==> src/rtl/m_btn_filter_v20_if.sv <==
// Button filter bus: raw button inputs toward the filter, and the clean
// levels plus event pulses back toward the control FSMs.
interface m_btn_filter_v20_if #(
  parameter int N = 4
);
  logic [N-1:0] BTN_I;
  logic [N-1:0] BTN_O;
  logic [N-1:0] BTN_PRESS;
  logic [N-1:0] BTN_RELEASE;
  logic [N-1:0] BTN_REPEAT;
  logic         ANY_PRESS;

  // Side that owns the raw buttons and consumes the filtered events
  modport master (
    output BTN_I,
    input  BTN_O,
    input  BTN_PRESS,
    input  BTN_RELEASE,
    input  BTN_REPEAT,
    input  ANY_PRESS
  );

  // The filter itself
  modport slave (
    input  BTN_I,
    output BTN_O,
    output BTN_PRESS,
    output BTN_RELEASE,
    output BTN_REPEAT,
    output ANY_PRESS
  );
endinterface

==> src/rtl/m_btn_filter_v20.sv <==
// Multi-channel button debouncer with press/release/auto-repeat pulses.
//
// Repeat FSM, one per channel:
//   state     | meaning
//   ST_IDLE   | key released (or just reset), no repeat timing running
//   ST_DELAY  | key held, counting the initial delay to the first repeat
//   ST_REPEAT | key held, emitting a repeat every REP_PERIOD CE ticks
//
// A level change commits only on the CE tick that completes 2^CNT_W
// consecutive ticks of disagreement; any agreement in between restarts
// the count. All pulse outputs are registered and one CLK wide.
module m_btn_filter_v20 #(
  parameter int N          = 4,
  parameter int CNT_W      = 4,
  parameter int ACTIVE_LOW = 0,
  parameter int REPEAT_EN  = 1,
  parameter int REP_DELAY  = 200,
  parameter int REP_PERIOD = 50
) (
  input  logic                    CLK,
  input  logic                    RST,
  input  logic                    CE,
  m_btn_filter_v20_if.slave       bus
);

  localparam int R_MAX  = (REP_DELAY > REP_PERIOD) ? REP_DELAY : REP_PERIOD;
  localparam int RCNT_W = (R_MAX > 1) ? $clog2(R_MAX) : 1;

  localparam logic [CNT_W-1:0]  CNT_LAST    = '1;
  localparam logic [RCNT_W-1:0] DELAY_LAST  = RCNT_W'(REP_DELAY - 1);
  localparam logic [RCNT_W-1:0] PERIOD_LAST = RCNT_W'(REP_PERIOD - 1);

  typedef enum logic [1:0] {
    ST_IDLE   = 2'd0,
    ST_DELAY  = 2'd1,
    ST_REPEAT = 2'd2
  } rep_state_t;

  logic [N-1:0] btn_in;
  logic [N-1:0] sync1;
  logic [N-1:0] sync2;
  logic [N-1:0] press_ev;
  logic [N-1:0] rel_ev;
  logic         any_q;

  // Normalise polarity so a pressed key is always 1 inside the block;
  // reset value 0 of the synchroniser then means "released".
  assign btn_in = (ACTIVE_LOW != 0) ? ~bus.BTN_I : bus.BTN_I;

  // Two-flop synchroniser for every raw input
  always_ff @(posedge CLK) begin
    if (RST) begin
      sync1 <= '0;
      sync2 <= '0;
    end else begin
      sync1 <= btn_in;
      sync2 <= sync1;
    end
  end

  // ANY_PRESS is registered alongside the per-channel press pulses
  always_ff @(posedge CLK) begin
    if (RST) begin
      any_q <= 1'b0;
    end else begin
      any_q <= |press_ev;
    end
  end

  assign bus.ANY_PRESS = any_q;

  for (genvar g = 0; g < N; g++) begin : g_ch
    logic [CNT_W-1:0] cnt;
    logic             lvl_q;
    logic             press_q;
    logic             rel_q;

    // Commit events: the tick that completes the disagreement window
    assign press_ev[g] = CE && (cnt == CNT_LAST) &&  sync2[g] && !lvl_q;
    assign rel_ev[g]   = CE && (cnt == CNT_LAST) && !sync2[g] &&  lvl_q;

    // Debounce counter, committed level and edge pulses
    always_ff @(posedge CLK) begin
      if (RST) begin
        cnt     <= '0;
        lvl_q   <= 1'b0;
        press_q <= 1'b0;
        rel_q   <= 1'b0;
      end else begin
        press_q <= press_ev[g];
        rel_q   <= rel_ev[g];
        if (sync2[g] == lvl_q) begin
          cnt <= '0;
        end else if (CE) begin
          if (cnt == CNT_LAST) begin
            lvl_q <= sync2[g];
            cnt   <= '0;
          end else begin
            cnt <= cnt + CNT_W'(1);
          end
        end
      end
    end

    assign bus.BTN_O[g]       = lvl_q;
    assign bus.BTN_PRESS[g]   = press_q;
    assign bus.BTN_RELEASE[g] = rel_q;

    if (REPEAT_EN != 0) begin : g_rep
      rep_state_t        st;
      logic [RCNT_W-1:0] rcnt;
      logic              rep_q;

      // Auto-repeat FSM; a release commit always beats a due repeat
      always_ff @(posedge CLK) begin
        if (RST) begin
          st    <= ST_IDLE;
          rcnt  <= '0;
          rep_q <= 1'b0;
        end else begin
          rep_q <= 1'b0;
          case (st)
            ST_IDLE: begin
              if (press_ev[g]) begin
                st   <= ST_DELAY;
                rcnt <= '0;
              end
            end
            ST_DELAY: begin
              if (rel_ev[g]) begin
                st <= ST_IDLE;
              end else if (CE) begin
                if (rcnt == DELAY_LAST) begin
                  rep_q <= 1'b1;
                  rcnt  <= '0;
                  st    <= ST_REPEAT;
                end else begin
                  rcnt <= rcnt + RCNT_W'(1);
                end
              end
            end
            ST_REPEAT: begin
              if (rel_ev[g]) begin
                st <= ST_IDLE;
              end else if (CE) begin
                if (rcnt == PERIOD_LAST) begin
                  rep_q <= 1'b1;
                  rcnt  <= '0;
                end else begin
                  rcnt <= rcnt + RCNT_W'(1);
                end
              end
            end
            default: begin
              st   <= ST_IDLE;
              rcnt <= '0;
            end
          endcase
        end
      end

      assign bus.BTN_REPEAT[g] = rep_q;
    end else begin : g_norep
      assign bus.BTN_REPEAT[g] = 1'b0;
    end
  end

endmodule

==> src/flat_wrapper.sv <==
// flat-port wrapper written by rule: the top's interface ports become plain ports
module m_btn_filter_v20_flat 
#(
  parameter int N          = 4,
  parameter int CNT_W      = 4,
  parameter int ACTIVE_LOW = 0,
  parameter int REPEAT_EN  = 1,
  parameter int REP_DELAY  = 200,
  parameter int REP_PERIOD = 50
)
  (CLK, RST, CE, bus_BTN_I, bus_BTN_O, bus_BTN_PRESS, bus_BTN_RELEASE, bus_BTN_REPEAT, bus_ANY_PRESS);
  m_btn_filter_v20_if #(.N(N)) bus_i ();
  input  logic CLK;
  input  logic RST;
  input  logic CE;
  input wire logic [$bits(bus_i.BTN_I)-1:0] bus_BTN_I;
  output wire logic [$bits(bus_i.BTN_O)-1:0] bus_BTN_O;
  output wire logic [$bits(bus_i.BTN_PRESS)-1:0] bus_BTN_PRESS;
  output wire logic [$bits(bus_i.BTN_RELEASE)-1:0] bus_BTN_RELEASE;
  output wire logic [$bits(bus_i.BTN_REPEAT)-1:0] bus_BTN_REPEAT;
  output wire logic [$bits(bus_i.ANY_PRESS)-1:0] bus_ANY_PRESS;
  assign bus_i.BTN_I = bus_BTN_I;
  assign bus_BTN_O = bus_i.BTN_O;
  assign bus_BTN_PRESS = bus_i.BTN_PRESS;
  assign bus_BTN_RELEASE = bus_i.BTN_RELEASE;
  assign bus_BTN_REPEAT = bus_i.BTN_REPEAT;
  assign bus_ANY_PRESS = bus_i.ANY_PRESS;
  m_btn_filter_v20 #(.N(N), .CNT_W(CNT_W), .ACTIVE_LOW(ACTIVE_LOW), .REPEAT_EN(REPEAT_EN), .REP_DELAY(REP_DELAY), .REP_PERIOD(REP_PERIOD)) u_core (.CLK(CLK), .RST(RST), .CE(CE), .bus(bus_i));
endmodule
==> config.mk <==
export PLATFORM = sky130hd
export DESIGN_NAME = m_btn_filter_v20_flat
export DESIGN_NICKNAME = d
export VERILOG_FILES = /design/src/rtl/m_btn_filter_v20_if.sv /design/src/rtl/m_btn_filter_v20.sv /design/src/flat_wrapper.sv
export SDC_FILE = /design/constraint.sdc
export NUM_CORES = 1
export LEC_CHECK = 0
export ABC_AREA = 0
export BUFFER_PORTS_ARGS = -buffer_cell sky130_fd_sc_hd__buf_4
export CAP_MARGIN = 20
export CELL_PAD_IN_SITES_DETAIL_PLACEMENT = 0
export CELL_PAD_IN_SITES_GLOBAL_PLACEMENT = 1
export CORE_ASPECT_RATIO = 2
export CORE_MARGIN = 3
export CORE_UTILIZATION = 42
export CTS_CLUSTER_SIZE = 12
export DETAILED_ROUTE_END_ITERATION = 10
export PLACE_DENSITY_LB_ADDON = 0.05
export RECOVER_POWER = 50
export SLEW_MARGIN = 15
export SYNTH_ARGS = -nofsm -noshare
export SYNTH_HDL_FRONTEND = slang
export SYNTH_SLANG_ARGS = --single-unit
export TNS_END_PERCENT = 5
==> constraint.sdc <==
create_clock -name CLK -period 1.9 [get_ports CLK]
set_input_delay 0.38 -clock CLK [delete_from_list [all_inputs] [get_ports CLK]]
set_output_delay 0.38 -clock CLK [all_outputs]
set_load 0.01 [all_outputs]
==> flow_summary.ini <==
[clocking]
cts_hold_buf = 0
cts.htree.levels = 3
cts_sinks = 81
clk_path_buf_depth = 2
cts_tree = built
clk_pin_slew_ps = 60
cts_buffers = 9
root_buffer = clkbuf_16
clock_latency_ps = 340

[synth]
synth_ff_type = dfxtp_1
ys_seq_area_share_pct = 36.6
synth_seq_cells = 81
synth.avg_cell_area_um2 = 8.78
syn-cell-area_um2 = 4430
synth_edf_count = 0
synthCells = 505
ys.warnings.count = 0
synth_cell_types = 74
async_flop_share_pct = 0
synth_nets = 536

[die]
std_cell_rows = 52
design.portCount = 24
die-area_um2 = 11900
core_area_um2 = 10200
die_h_um = 151
die_w_um = 78.6
start_util_pct = 43.4

[layout]
diodes = 0
final_nets = 605
ff_latch_area_um2 = 1640
multi_input_area_um2 = 2580
drive_gt1_share_pct = 23.8
fill_cells = 1018
area_growth_syn_to_layout_pct = 21.9

[placed_design]
numPortBuffers = 23
pre_cts_ws_ps = -55.8
hpwlAfterDp_um = 8040
gp_congestion = 0.824

[global_routing]
antenna_found_initial = 0
grt.total_usage_pct = 19.5
grt_pass1_vias = 3958
grt_max_degree = 28
overflow = 0
grt_pass1_wl_um = 18400

[flow_run]
drv_cap = 0

[pwr]
power.total_w = 0.00362
power_density_nw_per_um2 = 670
p_leak_nw = 2.05
ir_drop_mv = 0.514

[worst_setup_path]
crit_fanout = 6
crit_chain = inv_1, ha_1, nor2_2, a2bb2oi_2, o211ai_4, or4_1, a31oi_1
crit_type = flop to flop
slowest_delay_ps = 480
rrSetupSlack_ps = 70
arrival_ps = 2100
cp_slowest_cell = or4_1
worstSetupStartpointType = flop
worstSetupEndpointType = flop
crit_required_ps = 2170

[sta]
setup_viol_count_final = 0
fin_setup_tns_ps = 0
final-max-slew-violation-count = 0
clock_skew_ps = 8.71
worst_slew_pin_slew_ps = 434
worst_slack_ps = 69.3
rsz0062_at_grt = yes
max_slew_margin_pct = 70.7
finalHoldViolations = 0
post-route-period-util_pct = 96.4
max_freq_mhz = 546
finalCriticalPeriod_ps = 1830

[detailed_routing]
routedWlPerCell_um = 14.9
dr.pass1.iters = 4
vias = 3850
drc = 0
drt-total-wl_um = 10600
viasPerCell = 5.39
drt_iter0_drc = 157
antenna_left = 0

[run_status]
status = complete, no violations

[worst_hold_path]
hold_path.class = primary input to flop
## Yosys cell counts, types with 2 or more instances
library cell	instances	share of area [%]
mux2_2	3	0.76
buf_6	2	0.51
o31ai_1	5	0.85
a31oi_1	9	1.3
dfxtp_1	81	37
xor2_1	7	1.4
o2111ai_1	3	0.59
a32oi_1	5	0.99
xnor2_1	8	1.6
nand4_2	3	0.85
clkbuf_1	10	0.85
nor2_1	47	4.0
nor3_1	12	1.4
a211oi_1	2	0.34
nor2b_1	15	2.1
ha_1	24	6.8
and4_1	3	0.59
nor4_1	8	1.1
nand2b_1	12	1.7
a31o_1	2	0.40
o21bai_1	2	0.34
o21ai_0	11	1.2
buf_4	16	2.7
a21oi_1	21	2.4
or2_2	7	0.99
or3_1	3	0.42
nand3_1	27	3.0
a22o_1	6	1.2
mux2i_1	9	2.0
buf_2	2	0.23
and2_1	8	1.1
nand3b_1	2	0.34
and3_1	8	1.1
o41ai_1	5	0.99
nand4b_1	5	0.99
a211oi_2	4	1.1
a221o_1	3	0.68
a21o_1	5	0.85
nand4_1	8	1.1
o22ai_1	6	0.85
buf_1	2	0.17
inv_1	23	1.9
nand2_1	30	2.5
## cell families (layout without fill, tap and decap cells)
group	after synthesis	in the layout	synth area share [%]
XOR/XNOR	15	15	2.96
AND/OR/NAND/NOR	209	209	25.9
buffers and inverters	56	130	6.49
adder cells (fa/ha/maj)	24	24	6.78
multiplexers	12	12	2.80
flip-flops	81	81	36.6
AO/OA/AOI/OAI	108	108	18.4
## placed cells by master (no fill, tap or decap), types with 8 or more instances in the layout
cell / netlist / routed
a21oi_1: 21 / 20
a31oi_1: 9 / 9
and3_1: 8 / 8
buf_4: 16 / 70
clkbuf_1: 10 / 20
clkbuf_16: 0 / 9
dfxtp_1: 81 / 72
ha_1: 24 / 19
inv_1: 23 / 23
mux2i_1: 9 / 9
nand2_1: 30 / 30
nand2b_1: 12 / 11
nand3_1: 27 / 27
nand4_1: 8 / 9
nor2_1: 47 / 43
nor2b_1: 15 / 15
nor3_1: 12 / 12
nor4_1: 8 / 8
o21ai_0: 11 / 11
xnor2_1: 8 / 8
## power breakdown
| group | switching, W | total (W) | internal, W |
|---|---|---|---|
| clock network | 0.000676 | 0.00180 | 0.00112 |
| logic | 0.0000651 | 0.000112 | 0.0000468 |
| registers | 0.00000462 | 0.00171 | 0.00171 |
| total | 0.000745 | 0.00362 | 0.00288 |
## metal layers
| metal | global-route usage, % | up-vias | part of all wire (%) |
|---|---|---|---|
| met4 | 7.88 | 0 | 2.2 |
| met2 | 37.5 | 39 | 57 |
| met5 | 0 | - | 0 |
| met3 | 3.57 | 19 | 2.2 |
| li1 | - | 1955 | - |
| met1 | 20.2 | 1837 | 39 |
## state kept, by name (all words and copies together), names as in the netlist
signal                   count
u_core.bus.ANY_PRESS         1
u_core.g_ch.cnt             16
u_core.g_ch.g_rep.rcnt      32
u_core.g_ch.g_rep.rep_q      4
u_core.g_ch.g_rep.st         8
u_core.g_ch.lvl_q            4
u_core.g_ch.press_q          4
u_core.g_ch.rel_q            4
u_core.sync1                 4
u_core.sync2                 4
## per-stage QoR
step                      hold WS [ps]  util (%)  instance area (um^2)  std cells
after floorplan                    414         -                  4450        505
after global placement             417      49.8                  5080        697
after detailed placement           427      49.8                  5080        697
after CTS                          244      52.9                  5410        714
after global routing               257      52.9                  5400        714
final                              250      52.9                  5400        714
## area by class of cell
class / count / share of cell area [%]
clock buffers: 14 / 5.07
clock inverters: 2 / 0.648
inverters: 24 / 1.67
repair buffers: 90 / 11.3
multi-input cells: 368 / 47.8
flip-flops and latches: 81 / 30.3
well taps: 135 / 3.13
## what timing repair did
item / CTS / global route
setup endpoints to repair: 6 / 32
endpoints found under the hold margin: 0 / 0
gates resized for setup: 2 / 25
pin swaps: 1 / 8
setup buffers: 1 / 0
## worst max-delay path: cells and delay by family (launching register included)
family	cells	cell delay, ps
flip-flops	1	360
buffers and inverters	1	60
AO/OA/AOI/OAI	3	510
AND/OR/NAND/NOR	2	630
adder cells (fa/ha/maj)	1	200
## final timing paths
kind,from,to,cells after the start
worst max-delay path,u_core.g_ch[1].g_rep.st[1],u_core.g_ch[1].g_rep.rcnt[2],7
worst min-delay path,bus_BTN_I[0],u_core.sync1[0],2
worst max register to register,u_core.g_ch[1].g_rep.st[1],u_core.g_ch[1].g_rep.rcnt[2],7
worst min register to register,u_core.sync1[0],u_core.sync2[0],1
Note: power is estimated with default switching activity, not from simulation.
